`src/rtl/vga_axil_pkg.sv`:
```
// Shared widths, types and helpers for the VGA AXI4-Lite register slave.
// Both the bus interface and the protocol engine import this package.
package vga_axil_pkg;

  localparam int AXIL_ADDR_WIDTH   = 32;
  localparam int AXIL_DATA_WIDTH   = 32;
  localparam int AXIL_WIDTH_OFFSET = 2;
  localparam int NATIVE_ADDR_WIDTH = AXIL_ADDR_WIDTH - AXIL_WIDTH_OFFSET;

  typedef logic [AXIL_ADDR_WIDTH-1:0]   axil_addr_t;
  typedef logic [AXIL_DATA_WIDTH-1:0]   axil_data_t;
  typedef logic [AXIL_DATA_WIDTH/8-1:0] axil_strb_t;
  typedef logic [NATIVE_ADDR_WIDTH-1:0] native_addr_t;

  typedef enum logic [1:0] {
    OKAY   = 2'b00,
    EXOKAY = 2'b01,
    SLVERR = 2'b10,
    DECERR = 2'b11
  } axil_resp_e;

  typedef enum logic [2:0] {
    W_IDLE      = 3'd0,
    W_WAIT_DATA = 3'd1,
    W_WAIT_ADDR = 3'd2,
    W_WRITE     = 3'd3,
    W_RESP      = 3'd4
  } w_state_e;

  typedef enum logic [1:0] {
    R_IDLE = 2'd0,
    R_READ = 2'd1,
    R_WAIT = 2'd2,
    R_RESP = 2'd3
  } r_state_e;

  // Byte address to word address; the byte offset is simply dropped.
  function automatic native_addr_t axil2native_addr(input axil_addr_t addr);
    native_addr_t                 word;
    logic [AXIL_WIDTH_OFFSET-1:0] unused_byte_ofs;
    {word, unused_byte_ofs} = addr;
    return word;
  endfunction

endpackage

```
`src/rtl/axil_slave_fsm_if.sv`:
```
// AXI4-Lite channel bundle between a bus master and the VGA register slave.
interface axil_slave_fsm_if;
  import vga_axil_pkg::*;

  axil_addr_t awaddr;
  logic       awvalid;
  logic       awready;
  axil_data_t wdata;
  axil_strb_t wstrb;
  logic       wvalid;
  logic       wready;
  logic [1:0] bresp;
  logic       bvalid;
  logic       bready;
  axil_addr_t araddr;
  logic       arvalid;
  logic       arready;
  axil_data_t rdata;
  logic [1:0] rresp;
  logic       rvalid;
  logic       rready;

  modport slave (
    input  awaddr, awvalid, wdata, wstrb, wvalid, bready, araddr, arvalid, rready,
    output awready, wready, bresp, bvalid, arready, rdata, rresp, rvalid
  );

  modport master (
    output awaddr, awvalid, wdata, wstrb, wvalid, bready, araddr, arvalid, rready,
    input  awready, wready, bresp, bvalid, arready, rdata, rresp, rvalid
  );

endinterface

```
`src/rtl/axil_slave_fsm.sv`:
```
// AXI4-Lite slave for the VGA register space: independent write and read
// FSMs that turn bus transactions into single-cycle native strobes.
module axil_slave_fsm
  import vga_axil_pkg::*;
(
  input  logic            clk,
  input  logic            arst_n,
  axil_slave_fsm_if.slave bus,
  output logic            write_en,
  output native_addr_t    addr_write,
  output axil_data_t      data2native,
  output logic            read_en_sync,
  output native_addr_t    addr_read,
  input  axil_data_t      data2axil
);

  w_state_e     w_state_r, w_state_s;
  r_state_e     r_state_r, r_state_s;
  logic         awready_r, wready_r, bvalid_r, write_en_r;
  logic         arready_r, rvalid_r, read_en_r;
  native_addr_t addr_write_r, addr_read_r;
  axil_data_t   data2native_r, rdata_r;
  logic         aw_hs_s, w_hs_s, b_hs_s, ar_hs_s, r_hs_s;
  logic         unused_wstrb_s;

  assign aw_hs_s        = bus.awvalid & awready_r;
  assign w_hs_s         = bus.wvalid & wready_r;
  assign b_hs_s         = bvalid_r & bus.bready;
  assign ar_hs_s        = bus.arvalid & arready_r;
  assign r_hs_s         = rvalid_r & bus.rready;
  assign unused_wstrb_s = ^bus.wstrb;

  // Write next-state: AW and W may complete together or in either order.
  always_comb begin
    w_state_s = w_state_r;
    case (w_state_r)
      W_IDLE: begin
        if (aw_hs_s && w_hs_s) w_state_s = W_WRITE;
        else if (aw_hs_s)      w_state_s = W_WAIT_DATA;
        else if (w_hs_s)       w_state_s = W_WAIT_ADDR;
        else                   w_state_s = W_IDLE;
      end
      W_WAIT_DATA: if (w_hs_s)  w_state_s = W_WRITE; else w_state_s = W_WAIT_DATA;
      W_WAIT_ADDR: if (aw_hs_s) w_state_s = W_WRITE; else w_state_s = W_WAIT_ADDR;
      W_WRITE:                  w_state_s = W_RESP;
      W_RESP:      if (b_hs_s)  w_state_s = W_IDLE;  else w_state_s = W_RESP;
      default:                  w_state_s = W_IDLE;
    endcase
  end

  // Write state, registered handshake outputs and captured address/data.
  always_ff @(posedge clk or negedge arst_n) begin
    if (!arst_n) begin
      w_state_r     <= W_IDLE;
      awready_r     <= 1'b0;
      wready_r      <= 1'b0;
      write_en_r    <= 1'b0;
      bvalid_r      <= 1'b0;
      addr_write_r  <= '0;
      data2native_r <= '0;
    end else begin
      w_state_r  <= w_state_s;
      awready_r  <= (w_state_s == W_IDLE) || (w_state_s == W_WAIT_ADDR);
      wready_r   <= (w_state_s == W_IDLE) || (w_state_s == W_WAIT_DATA);
      write_en_r <= (w_state_s == W_WRITE);
      bvalid_r   <= (w_state_s == W_RESP);
      if (aw_hs_s) addr_write_r  <= axil2native_addr(bus.awaddr);
      if (w_hs_s)  data2native_r <= bus.wdata;
    end
  end

  // Read next-state: strobe, wait one cycle for native data, then respond.
  always_comb begin
    r_state_s = r_state_r;
    case (r_state_r)
      R_IDLE:  if (ar_hs_s) r_state_s = R_READ; else r_state_s = R_IDLE;
      R_READ:               r_state_s = R_WAIT;
      R_WAIT:               r_state_s = R_RESP;
      R_RESP:  if (r_hs_s)  r_state_s = R_IDLE; else r_state_s = R_RESP;
      default:              r_state_s = R_IDLE;
    endcase
  end

  // Read state, registered outputs; rdata is loaded only when leaving R_WAIT.
  always_ff @(posedge clk or negedge arst_n) begin
    if (!arst_n) begin
      r_state_r   <= R_IDLE;
      arready_r   <= 1'b0;
      read_en_r   <= 1'b0;
      rvalid_r    <= 1'b0;
      addr_read_r <= '0;
      rdata_r     <= '0;
    end else begin
      r_state_r <= r_state_s;
      arready_r <= (r_state_s == R_IDLE);
      read_en_r <= (r_state_s == R_READ);
      rvalid_r  <= (r_state_s == R_RESP);
      if (ar_hs_s)              addr_read_r <= axil2native_addr(bus.araddr);
      if (r_state_r == R_WAIT)  rdata_r     <= data2axil;
    end
  end

  assign bus.awready  = awready_r;
  assign bus.wready   = wready_r;
  assign bus.bvalid   = bvalid_r;
  assign bus.bresp    = OKAY;
  assign bus.arready  = arready_r;
  assign bus.rvalid   = rvalid_r;
  assign bus.rdata    = rdata_r;
  assign bus.rresp    = OKAY;
  assign write_en     = write_en_r;
  assign addr_write   = addr_write_r;
  assign data2native  = data2native_r;
  assign read_en_sync = read_en_r;
  assign addr_read    = addr_read_r;

endmodule

```
`src/flat_wrapper.sv`:
```
// flat-port wrapper written by rule: the top's interface ports become plain ports
module axil_slave_fsm_flat import vga_axil_pkg::*;
  (clk, arst_n, write_en, addr_write, data2native, read_en_sync, addr_read, data2axil, bus_awaddr, bus_awvalid, bus_wdata, bus_wstrb, bus_wvalid, bus_bready, bus_araddr, bus_arvalid, bus_rready, bus_awready, bus_wready, bus_bresp, bus_bvalid, bus_arready, bus_rdata, bus_rresp, bus_rvalid);
  axil_slave_fsm_if bus_i ();
  input  logic clk;
  input  logic arst_n;
  output logic write_en;
  output native_addr_t addr_write;
  output axil_data_t data2native;
  output logic read_en_sync;
  output native_addr_t addr_read;
  input  axil_data_t data2axil;
  input wire logic [$bits(bus_i.awaddr)-1:0] bus_awaddr;
  input wire logic [$bits(bus_i.awvalid)-1:0] bus_awvalid;
  input wire logic [$bits(bus_i.wdata)-1:0] bus_wdata;
  input wire logic [$bits(bus_i.wstrb)-1:0] bus_wstrb;
  input wire logic [$bits(bus_i.wvalid)-1:0] bus_wvalid;
  input wire logic [$bits(bus_i.bready)-1:0] bus_bready;
  input wire logic [$bits(bus_i.araddr)-1:0] bus_araddr;
  input wire logic [$bits(bus_i.arvalid)-1:0] bus_arvalid;
  input wire logic [$bits(bus_i.rready)-1:0] bus_rready;
  output wire logic [$bits(bus_i.awready)-1:0] bus_awready;
  output wire logic [$bits(bus_i.wready)-1:0] bus_wready;
  output wire logic [$bits(bus_i.bresp)-1:0] bus_bresp;
  output wire logic [$bits(bus_i.bvalid)-1:0] bus_bvalid;
  output wire logic [$bits(bus_i.arready)-1:0] bus_arready;
  output wire logic [$bits(bus_i.rdata)-1:0] bus_rdata;
  output wire logic [$bits(bus_i.rresp)-1:0] bus_rresp;
  output wire logic [$bits(bus_i.rvalid)-1:0] bus_rvalid;
  assign bus_i.awaddr = bus_awaddr;
  assign bus_i.awvalid = bus_awvalid;
  assign bus_i.wdata = bus_wdata;
  assign bus_i.wstrb = bus_wstrb;
  assign bus_i.wvalid = bus_wvalid;
  assign bus_i.bready = bus_bready;
  assign bus_i.araddr = bus_araddr;
  assign bus_i.arvalid = bus_arvalid;
  assign bus_i.rready = bus_rready;
  assign bus_awready = bus_i.awready;
  assign bus_wready = bus_i.wready;
  assign bus_bresp = bus_i.bresp;
  assign bus_bvalid = bus_i.bvalid;
  assign bus_arready = bus_i.arready;
  assign bus_rdata = bus_i.rdata;
  assign bus_rresp = bus_i.rresp;
  assign bus_rvalid = bus_i.rvalid;
  axil_slave_fsm u_core (.clk(clk), .arst_n(arst_n), .bus(bus_i), .write_en(write_en), .addr_write(addr_write), .data2native(data2native), .read_en_sync(read_en_sync), .addr_read(addr_read), .data2axil(data2axil));
endmodule
```
`config.mk`:
```
export PLATFORM = sky130hd
export DESIGN_NAME = axil_slave_fsm_flat
export DESIGN_NICKNAME = d
export VERILOG_FILES = /design/src/rtl/vga_axil_pkg.sv /design/src/rtl/axil_slave_fsm_if.sv /design/src/rtl/axil_slave_fsm.sv /design/src/flat_wrapper.sv
export SDC_FILE = /design/constraint.sdc
export NUM_CORES = 1
export LEC_CHECK = 0
export CORE_MARGIN = 3
export CORE_UTILIZATION = 30
export CTS_CLUSTER_DIAMETER = 60
export DETAILED_ROUTE_END_ITERATION = 10
export GPL_TIMING_DRIVEN = 0
export PLACE_DENSITY = 0.66
export SYNTH_ARGS = -nofsm -noshare
export SYNTH_HDL_FRONTEND = slang
export SYNTH_SLANG_ARGS = --single-unit
```
`constraint.sdc`:
```
create_clock -name clk -period 1.4 [get_ports clk]
set_clock_uncertainty 0.1 [all_clocks]
set_input_delay 0.28 -clock clk [delete_from_list [all_inputs] [get_ports clk]]
set_output_delay 0.28 -clock clk [all_outputs]
set_load 0.02 [all_outputs]
```
-- After elaboration in Yosys (flattened, before gate mapping)
Cells that the tools add are included.
- flip-flop bits (word level): 136
- input port bits: 139
- output and inout port bits: 135
- equal/unequal tests: 13
- mux-type cells: 10
- bitwise operators: 5
- reduce and logical (&&, ||, !) cells: 7
- operator list (kind ; number):
    3-bit case mux with 5 select lines ; 1
    3-bit by 2-bit equality test with 1-bit output (second input constant) ; 4
    3-bit 2-to-1 mux ; 3
    2-bit case mux with 4 select lines ; 1
    2-bit equality test (second input constant) ; 3
    3-bit by 1-bit equality test with 1-bit output (second input constant) ; 2
    3-bit equality test (second input constant) ; 2
    3-bit logical NOT ; 2
    2-bit 2-to-1 mux ; 3
    1-bit AND ; 5
    2-bit by 1-bit equality test with 1-bit output (second input constant) ; 2
    2-bit logical NOT ; 2
    1-bit logical OR ; 2
    1-bit 2-to-1 mux ; 2
    1-bit logical AND ; 1

-- Depth between registers and ports, before layout
- depth in word-level cells: 7
- mapped depth: 4
- depth with buffers taken out: 2

-- Least setup slack after synthesis
Ideal clock, no wire load.
- path kind: register -> register
- start point: register u_core.wready_r, in the netlist u_core.bus.wready
- end point: register u_core.data2native_r[10], in the netlist u_core.data2native[10]
- arrival: 1180 ps
- data required time: 1175 ps
- slack: -5 ps
- cell stages (with the launch flop): 4
- path buffers: 1
- cell sequence: dfrtp_1 -> nand2_1 -> buf_2 -> mux2_2
- longest elaborated chain between the ends: 1
- RTL lines (what ; line ; source):
    start: declaration ; axil_slave_fsm.sv:19 ; logic awready_r, wready_r, bvalid_r, write_en_r;
    start signal: assignment ; axil_slave_fsm.sv:64 ; wready_r <= (w_state_s == W_IDLE) || (w_state_s == W_WAIT_DATA);
    1-bit AND ; axil_slave_fsm.sv:27 ; assign w_hs_s = bus.wvalid & wready_r;
    end signal: assignment ; axil_slave_fsm.sv:68 ; if (w_hs_s) data2native_r <= bus.wdata;
    end: declaration ; axil_slave_fsm.sv:22 ; axil_data_t data2native_r, rdata_r;
No other way between the ends.
A chain may end at the register's enable or synchronous reset.

-- Worst setup path after layout
- start point: register u_core.arready_r, in the netlist u_core.bus.arready
- end point: output port bus_arready
- RTL lines (what ; line ; source):
    start: declaration ; axil_slave_fsm.sv:20 ; logic arready_r, rvalid_r, read_en_r;
    start signal: assignment ; axil_slave_fsm.sv:95 ; arready_r <= (r_state_s == R_IDLE);
    end: declaration ; flat_wrapper.sv:26 ; output wire logic [$bits(bus_i.arready)-1:0] bus_arready;
No word-level cell between the ends.

==> results.cfg <==
[detailed_routing]
first_pass_iters = 3
ant_nets = 0
drc_errors = 0
dr_total_vias = 3598
drtIter0Drc = 70
wl_per_cell_um = 16.8
vias_per_cell = 4.37
finalWirelength_mm = 13.9

[timing]
hold_viol_final = 0
setup_ws_ps = 44.9
rsz0062_at_grt = yes
setup_tns_ps = 0
period_needed_ps = 1360
slew_viol_final = 0
setup_violations = 0
fin_crit_sh = 0.968
max_freq_mhz = 738

[yosys]
synthAdderAreaFrac = 0
synthMuxAreaShare = 0.291
yosysMostFrequentCell = dfrtp_1
synth-compound-area-share = 0.0132
synth-async-reset-ratio = 1.00
yosysSeqAreaShare = 0.651
synth_top_family_by_area = multiplexers
ys_warn_count = 0
synth_flop_cell = dfrtp_1
ys_top_cells_by_count = dfrtp_1, mux2_2, mux2_4
syn_inst = 304
yosys.area_share.simple = 0.0153
avgSynthCellArea_um2 = 17.2
synth_xor_area_frac = 0
synth_area_leaders = dfrtp_1, mux2_2, mux2_4, buf_12, buf_2
synth-edff-count = 0
ys_ff_latch = 136
synth_area_mm2 = 0.00523
ys_types = 25
synth_top_area_share = 0.651
yosysTopAreaCell = dfrtp_1

[floorplanning]
core_mm2 = 0.0168
start_util = 0.311
placementRows = 47
fp.dieH_um = 138
die_area_mm2 = 0.0190
boundaryPins = 274
die_w_um = 138

[setup_path]
cp_slowest_stage_delay_ps = 420
cp.arrival_ps = 980
crit_path_start_kind = register
slowest_stage = dfrtp_1
cp_max_fo = 3
worstReg2RegStart = u_core.r_state_r[0]
cp_num_cells = 1
crit_type = register to primary output
worst-path-buf-inv = 1
rrSetupSlack_ps = 60
crit_required_ps = 1020
cp-end-kind = primary output
r2r_end = u_core.bus.rdata[7]
crit_chain = buf_6
reg2reg_depth = 4
critPathTopFamily = flip-flops

[global_routing]
grt_max_degree = 79
grt_pass1_wl_mm = 20.5
grt_pass1_vias = 3952
grtUsageTotal = 0.141
gr-total-overflow = 0
antenna_found_initial = 1

[cts]
clkLatencyLatePin_ps = 410
cts_inserted_buffers = 17
htreeDepth = 4
cts_tree = built
cts_root_buffer = clkbuf_16
clock_path_buffers = 2
cts_sinks = 136
clk_pin_slew_worst_paths_ps = 60

[layout]
area_delta_synth_final_pct = 56.4
final_area_mm2 = 0.00817
diodes = 0
final-instance-count-excl-fill = 824
nets = 731
drive_gt1_frac = 0.520

[power_and_ir_drop]
power.density_mw_per_mm2 = 2470
leakage_nw = 3.80
ir_drop_v = 0.00123

[placed_design]
place_worst_setup_slack_ps = -479
port_buffers = 261
hpwl_mm = 10.5
dpl.cell_count = 789
postPlaceCellArea_mm2 = 0.00815
globalplace.congestion = 0.718

[status]
status = finished, final reports clean

[run]
drv_cap = 0

[hold_path]
worst_hold_path_type = input pin to asynchronous set/reset pin
[flip-flops by register name, indices dropped and copies added (netlist names)]
register / flops
u_core.bus.wready: 1
u_core.bus.rdata: 32
u_core.addr_write: 30
u_core.bus.arready: 1
u_core.bus.rvalid: 1
u_core.bus.awready: 1
u_core.w_state_r: 3
u_core.bus.bvalid: 1
u_core.read_en_sync: 1
u_core.addr_read: 30
u_core.r_state_r: 2
u_core.data2native: 32
u_core.write_en: 1
[area by class of cell]
| class | instances | area (um2) |
|---|---|---|
| fillers | 1525 | 8640 |
| flip-flops and latches | 136 | 3400 |
| repair buffers | 266 | 2040 |
| multi-input cells | 153 | 1690 |
| clock buffers | 20 | 467 |
| well taps | 220 | 275 |
| plain buffers | 17 | 176 |
| clock inverters | 11 | 123 |
| inverters | 1 | 3.75 |
[logic make-up after synthesis]
family / after synthesis
flops: 136
other cells: 1
compound gates: 10
mux: 125
simple gates: 14
buf+inv: 18
[layout by cell type, fill, tap and decap left out, drive strengths merged, types with 2 or more instances in the layout]
master / netlist / routed
buf: 17 / 151
inv: 1 / 2
conb: 1 / 4
nand2: 4 / 4
nor2: 2 / 2
clkdlybuf4s50: 0 / 129
clkinv: 0 / 4
a21oi: 3 / 3
bufinv: 0 / 2
dfrtp: 136 / 136
a22o: 2 / 2
clkinvlp: 0 / 4
o21ai: 2 / 2
mux2: 125 / 125
clkbuf: 0 / 22
[how the worst max path moves through the flow]
stage,from,to
floorplan,u_core.bus.wready,u_core.data2native[10]
global placement,arst_n,u_core.addr_read[24]
detailed placement,bus_wvalid,u_core.data2native[20]
CTS,u_core.bus.arready,u_core.addr_read[18]
global route,u_core.bus.arready,bus_arready
finish,u_core.bus.arready,bus_arready
[stage by stage]
| stage | utilization | power, mW | hold WS [ps] |
|---|---|---|---|
| after floorplan | - | 12.6 | -116 |
| after global placement | 0.483 | 17.5 | 378 |
| after detailed placement | 0.485 | 17.8 | 266 |
| after CTS | 0.483 | 20.4 | 360 |
| after global routing | 0.486 | 21.3 | 325 |
| final | 0.486 | 20.2 | 289 |
[layer usage]
layer	share of wire	wire, um	GRT usage
met5	0.00094	13	0
met4	0.019	266	0.0483
met3	0.098	1350	0.0584
met2	0.52	7200	0.247
met1	0.36	5030	0.153
[power breakdown]
group / internal, mW / switching [mW]
sequential: 5.92 / 0.996
clock: 2.75 / 1.65
combinational: 4.20 / 4.71
total: 12.9 / 7.36
[repair_timing]
item | 4_1_cts | 5_1_grt
setup buffers | 1 | 2
hold endpoints to repair | 77 | 0
resized for setup | 530 | 20
hold buffers | 1 | 0
endpoints found under the setup margin | 197 | 150
Power figures use the tool's default switching activity.
==> variant 1: new RTL, config.mk and constraints unchanged <==
Register the output `read_en_sync` once more; this adds one clock of latency there. The other outputs are not delayed to match.
--- a/src/rtl/axil_slave_fsm.sv
+++ b/src/rtl/axil_slave_fsm.sv
@@ -112,5 +112,7 @@
   assign addr_write   = addr_write_r;
   assign data2native  = data2native_r;
-  assign read_en_sync = read_en_r;
+  always_ff @(posedge clk) begin
+    read_en_sync <= read_en_r;
+  end
   assign addr_read    = addr_read_r;
 
Behaviour: not the same (Yosys sat finds a counterexample within 4 cycles, from zero or initial values and one cycle with arst_n low).
==> variant 1 against the original RTL <==
Sequential cell count increased by 1; non-clock buffer count unchanged; setup slack worse by 0.0061 ns; total power rose by 2.1%; maximum frequency down 0.45%; cell area is 0.87% higher; highest routed layer is now met4; combinational power barely moved; count of clock-buffer cells in the layout up 3; via count increased by 0.25%; routed wire length down 5.9%; area after synthesis is 0.38% higher.
==> variant 1: results (changes against the original RTL) <==
Detailed routing
  • WL/cell: 15.8 um (-6.2%)
  • WL met2: 6.34 mm (-12%)
  • DR iter-0 viols: 94 (+34%)
  • Via Count: 3607 (+0.25%)
  • Routed met3 length: 1.20 mm (-11%)
  • Met1 Routed Length: 5.10 mm (+1.3%)

Critical path
  • Worst R2R End: u_core.bus.rdata[1]
  • Critical Path AT: 1.55 ns (+0.57 ns)
  • Reg2Reg Setup Slack: 0.04 ns (-0.02 ns)
  • CP Max Fanout: 10 (+7)

Place
  • Dpl cell area: 8170 um2 (+0.25%)
  • GPL Wtd Cong: 0.744 (+3.6%)
  • DP Wirelength: 9.93 mm (-5.4%)

Logic synthesis
  • Register area share after synthesis: 65.3% (+0.13 points)
  • Compound-cell area share of the yosys netlist: 1.31% (-0.0050 points)
  • Number of distinct library cells after synthesis: 26 (+4.0%)
  • Mapped Avg Cell Area: 17.2 um2 (about the same)
  • Mux cell area share after synthesis: 29.0% (-0.11 points)
  • Synth area leaders: dfrtp_1 (65%), mux2_2 (20%), mux2_4 (8.6%)

Status
  • Status: finished, final reports clean

Final layout
  • Fraction of area in registers: 41.5% (-0.12 points)
  • FFs & Latches: 137 (+0.74%)
  • Share of layout cells above drive strength 1: 51.7% (-0.34 points)
  • # clk buffers: 23 (+15%)
  • Nets@finish: 732 (+0.14%)
  • Final clock-cell share: 7.88% (+0.67 points)
  • Signal buf overhead: 26.7% (-0.34 points)
  • Fill cells: 1470 (-3.6%)
  • Fraction of area in multi-input gates: 20.5% (-0.18 points)
  • Non-Filler Instances: 826 (+0.24%)

Global route
  • Gr usage total: 14.0% (-0.081 points)
  • Met1 Usage GRT: 16.0% (+0.77 points)
  • Global Route met2 Usage: 22.3% (-2.5 points)
  • Number of global-route vias before repair: 4070 (+3.0%)
  • Pin count of the biggest net entering global routing: 85 (+7.6%)

Min path
  • Worst hold path type: flop to flop

Power
  • LEAKAGE: 3.83 nW (+0.90%)
variant 1: worst max-delay path, stage by stage, from the launching register on:
cell and delay (ns):
dfrtp_2 0.44, nand2b_1 0.10, buf_6 0.15, buf_12 0.15, mux2_4 0.30
variant 1: power breakdown:
part	switching, mW	internal [mW]
registers	0.972	5.95
clock network	1.66	3.19
logic	4.68	4.19
total	7.31	13.3
variant 1: how the worst max path moves through the flow:
stage          slack (ns)                      to           startpoint
3_5_place_dp        -0.46  u_core.data2native[26]           bus_wvalid
2_1_floorplan      -0.005  u_core.data2native[10]    u_core.bus.wready
6_report             0.04     u_core.bus.rdata[1]  u_core.r_state_r[1]
4_1_cts             0.006    u_core.addr_read[25]   u_core.bus.arready
5_1_grt             -0.01    u_core.bus.rdata[16]  u_core.r_state_r[1]
3_3_place_gp        -5.31     u_core.bus.rdata[2]               arst_n
==> variant 2: new RTL, same flow settings <==
Made on the original files. The package constant `AXIL_DATA_WIDTH` goes from 32 to 36.
--- a/src/rtl/vga_axil_pkg.sv
+++ b/src/rtl/vga_axil_pkg.sv
@@ -4,5 +4,5 @@
 
   localparam int AXIL_ADDR_WIDTH   = 32;
-  localparam int AXIL_DATA_WIDTH   = 32;
+  localparam int AXIL_DATA_WIDTH   = 36;
   localparam int AXIL_WIDTH_OFFSET = 2;
   localparam int NATIVE_ADDR_WIDTH = AXIL_ADDR_WIDTH - AXIL_WIDTH_OFFSET;
Interface: changed (resized bus_rdata, bus_wdata, data2axil and data2native); port bits go from 274 to 290. No check against the original RTL was run, so the function may have changed too.
==> variant 2 against the original RTL <==
Sequential share of layout area is 0.13 points lower; total power is 6.7% higher; cell area is 6.2% higher; setup slack worse by 0.011 ns; highest routed layer is now met4; first-iteration DRC count is 10% higher; area after synthesis is 5.6% higher; global-route usage is 0.71 points higher; routed wire length is 6.2% higher; critical path type unchanged; largest cell class unchanged; maximum frequency is 0.80% lower; sequential cell count is 8 higher; largest power group unchanged; count of clock-buffer cells in the layout is 1 higher; combinational power is 7.6% higher.
==> variant 2: results (changes against the original RTL) <==
Status
  • Status: finished, final reports clean

Detailed routing
  • Drt pass-1 iters: 4 (+1)
  • DR iter-0 viols: 77 (+10%)
  • Wirelength, routed: 14.7 mm (+6.2%)

Place
  • Setup Slack @ Placement: -0.520 ns (-0.0415 ns)
  • Dpl cell area: 8610 um2 (+5.6%)
  • GPL Wtd Cong: 0.803 (+12%)
  • DP Wirelength: 11.1 mm (+5.7%)
  • Buffers on Ports: 277 (+6.1%)

Power
  • LEAKAGE: 4.03 nW (+6.1%)
  • Worst ir drop on vdd: 1.14 mV (-7.5%)

Logic synthesis
  • Synth area leaders: dfrtp_1 (65%), mux2_2 (21%), mux2_4 (8.2%)
  • Ys flop type: dfrtp_1
  • Yosys warns: 0 (unchanged)
  • Register area share after synthesis: 65.3% (+0.17 points)
  • Post-synth top cells: dfrtp_1 (144), mux2_2 (103), mux2_4 (30), buf_2 (9), buf_4 (4)
  • Number of distinct library cells after synthesis: 26 (+4.0%)

Global route
  • Number of global-route vias before repair: 4339 (+9.8%)
  • Gr usage total: 14.8% (+0.71 points)
  • First-pass GRT wire length: 23.3 mm (+14%)
  • Initial antenna violation count: 0 (-1)

CTS
  • Clock Tree Root: clkbuf_16

Critical path
  • R2r worst-path depth: 4 (unchanged)
  • Worst R2R End: u_core.bus.rdata[19]
  • Reg2Reg Setup Slack: 0.04 ns (-0.02 ns)

Final layout
  • Fill cells: 1608 (+5.4%)
variant 2: final cells by class:
cell class | count | area, um2 | area share, %
plain buffers | 17 | 176 | 2.03
clock buffers | 21 | 460 | 5.31
clock inverters | 11 | 155 | 1.79
inverters | 1 | 3.75 | 0.0433
multi-input cells | 161 | 1780 | 20.6
flip-flops and latches | 144 | 3600 | 41.5
well taps | 225 | 282 | 3.24
repair buffers | 288 | 2210 | 25.5
variant 2: layer usage:
metal  share of wire (%)  vias up  wire length [um]  track usage [%]
li1                    -     1745                 -                -
met1                  37     1890              5510             16.5
met2                  51      166              7570             25.3
met3                 9.4       16              1380             6.81
met4                 1.8        0               264             4.49
met5                   0        -                 0                0
variant 2: per-stage QoR:
stage               hold slack, ns  util, %  std cells
floorplan                   -0.116        -        323
global placement             0.384     48.6        825
detailed placement           0.199     48.8        826
CTS                          0.321     48.6        861
global route                 0.296     49.1        868
finish                       0.261     49.1        868
variant 2: worst max path at each step:
stage | start | to | slack (ns) | cells past startpoint
floorplan | u_core.bus.wready | u_core.data2native[10] | -0.03 | 3
global placement | arst_n | u_core.data2native[17] | -5.64 | 1
detailed placement | bus_wvalid | u_core.data2native[34] | -0.52 | 4
CTS | u_core.bus.wready | u_core.data2native[25] | -0.007 | 3
global route | u_core.bus.wready | bus_wready | -0.02 | 1
finish | u_core.bus.wready | bus_wready | 0.03 | 1
variant 2: repair_timing:
| item | 4_1_cts | 5_1_grt |
|---|---|---|
| setup endpoints to repair | 216 | 163 |
| pin swaps | 0 | 1 |
| gates resized for setup | 568 | 15 |
| hold endpoints to repair | 63 | 0 |
| hold buffers | 1 | 0 |
| cloned | 0 | 0 |
| buffers inserted | 2 | 7 |
variant 2: cell families after synthesis:
logic type	count (synthesis)	synth area share, %
other cells	1	0.0679
mux	133	29.2
compound gates	10	1.25
simple gates	14	1.50
buf+inv	18	2.72
flops	144	65.3
variant 2: power breakdown:
| part | internal, mW | total, mW | switching (mW) |
|---|---|---|---|
| registers | 6.27 | 7.34 | 1.07 |
| logic | 4.53 | 9.58 | 5.05 |
| clock network | 2.92 | 4.67 | 1.76 |
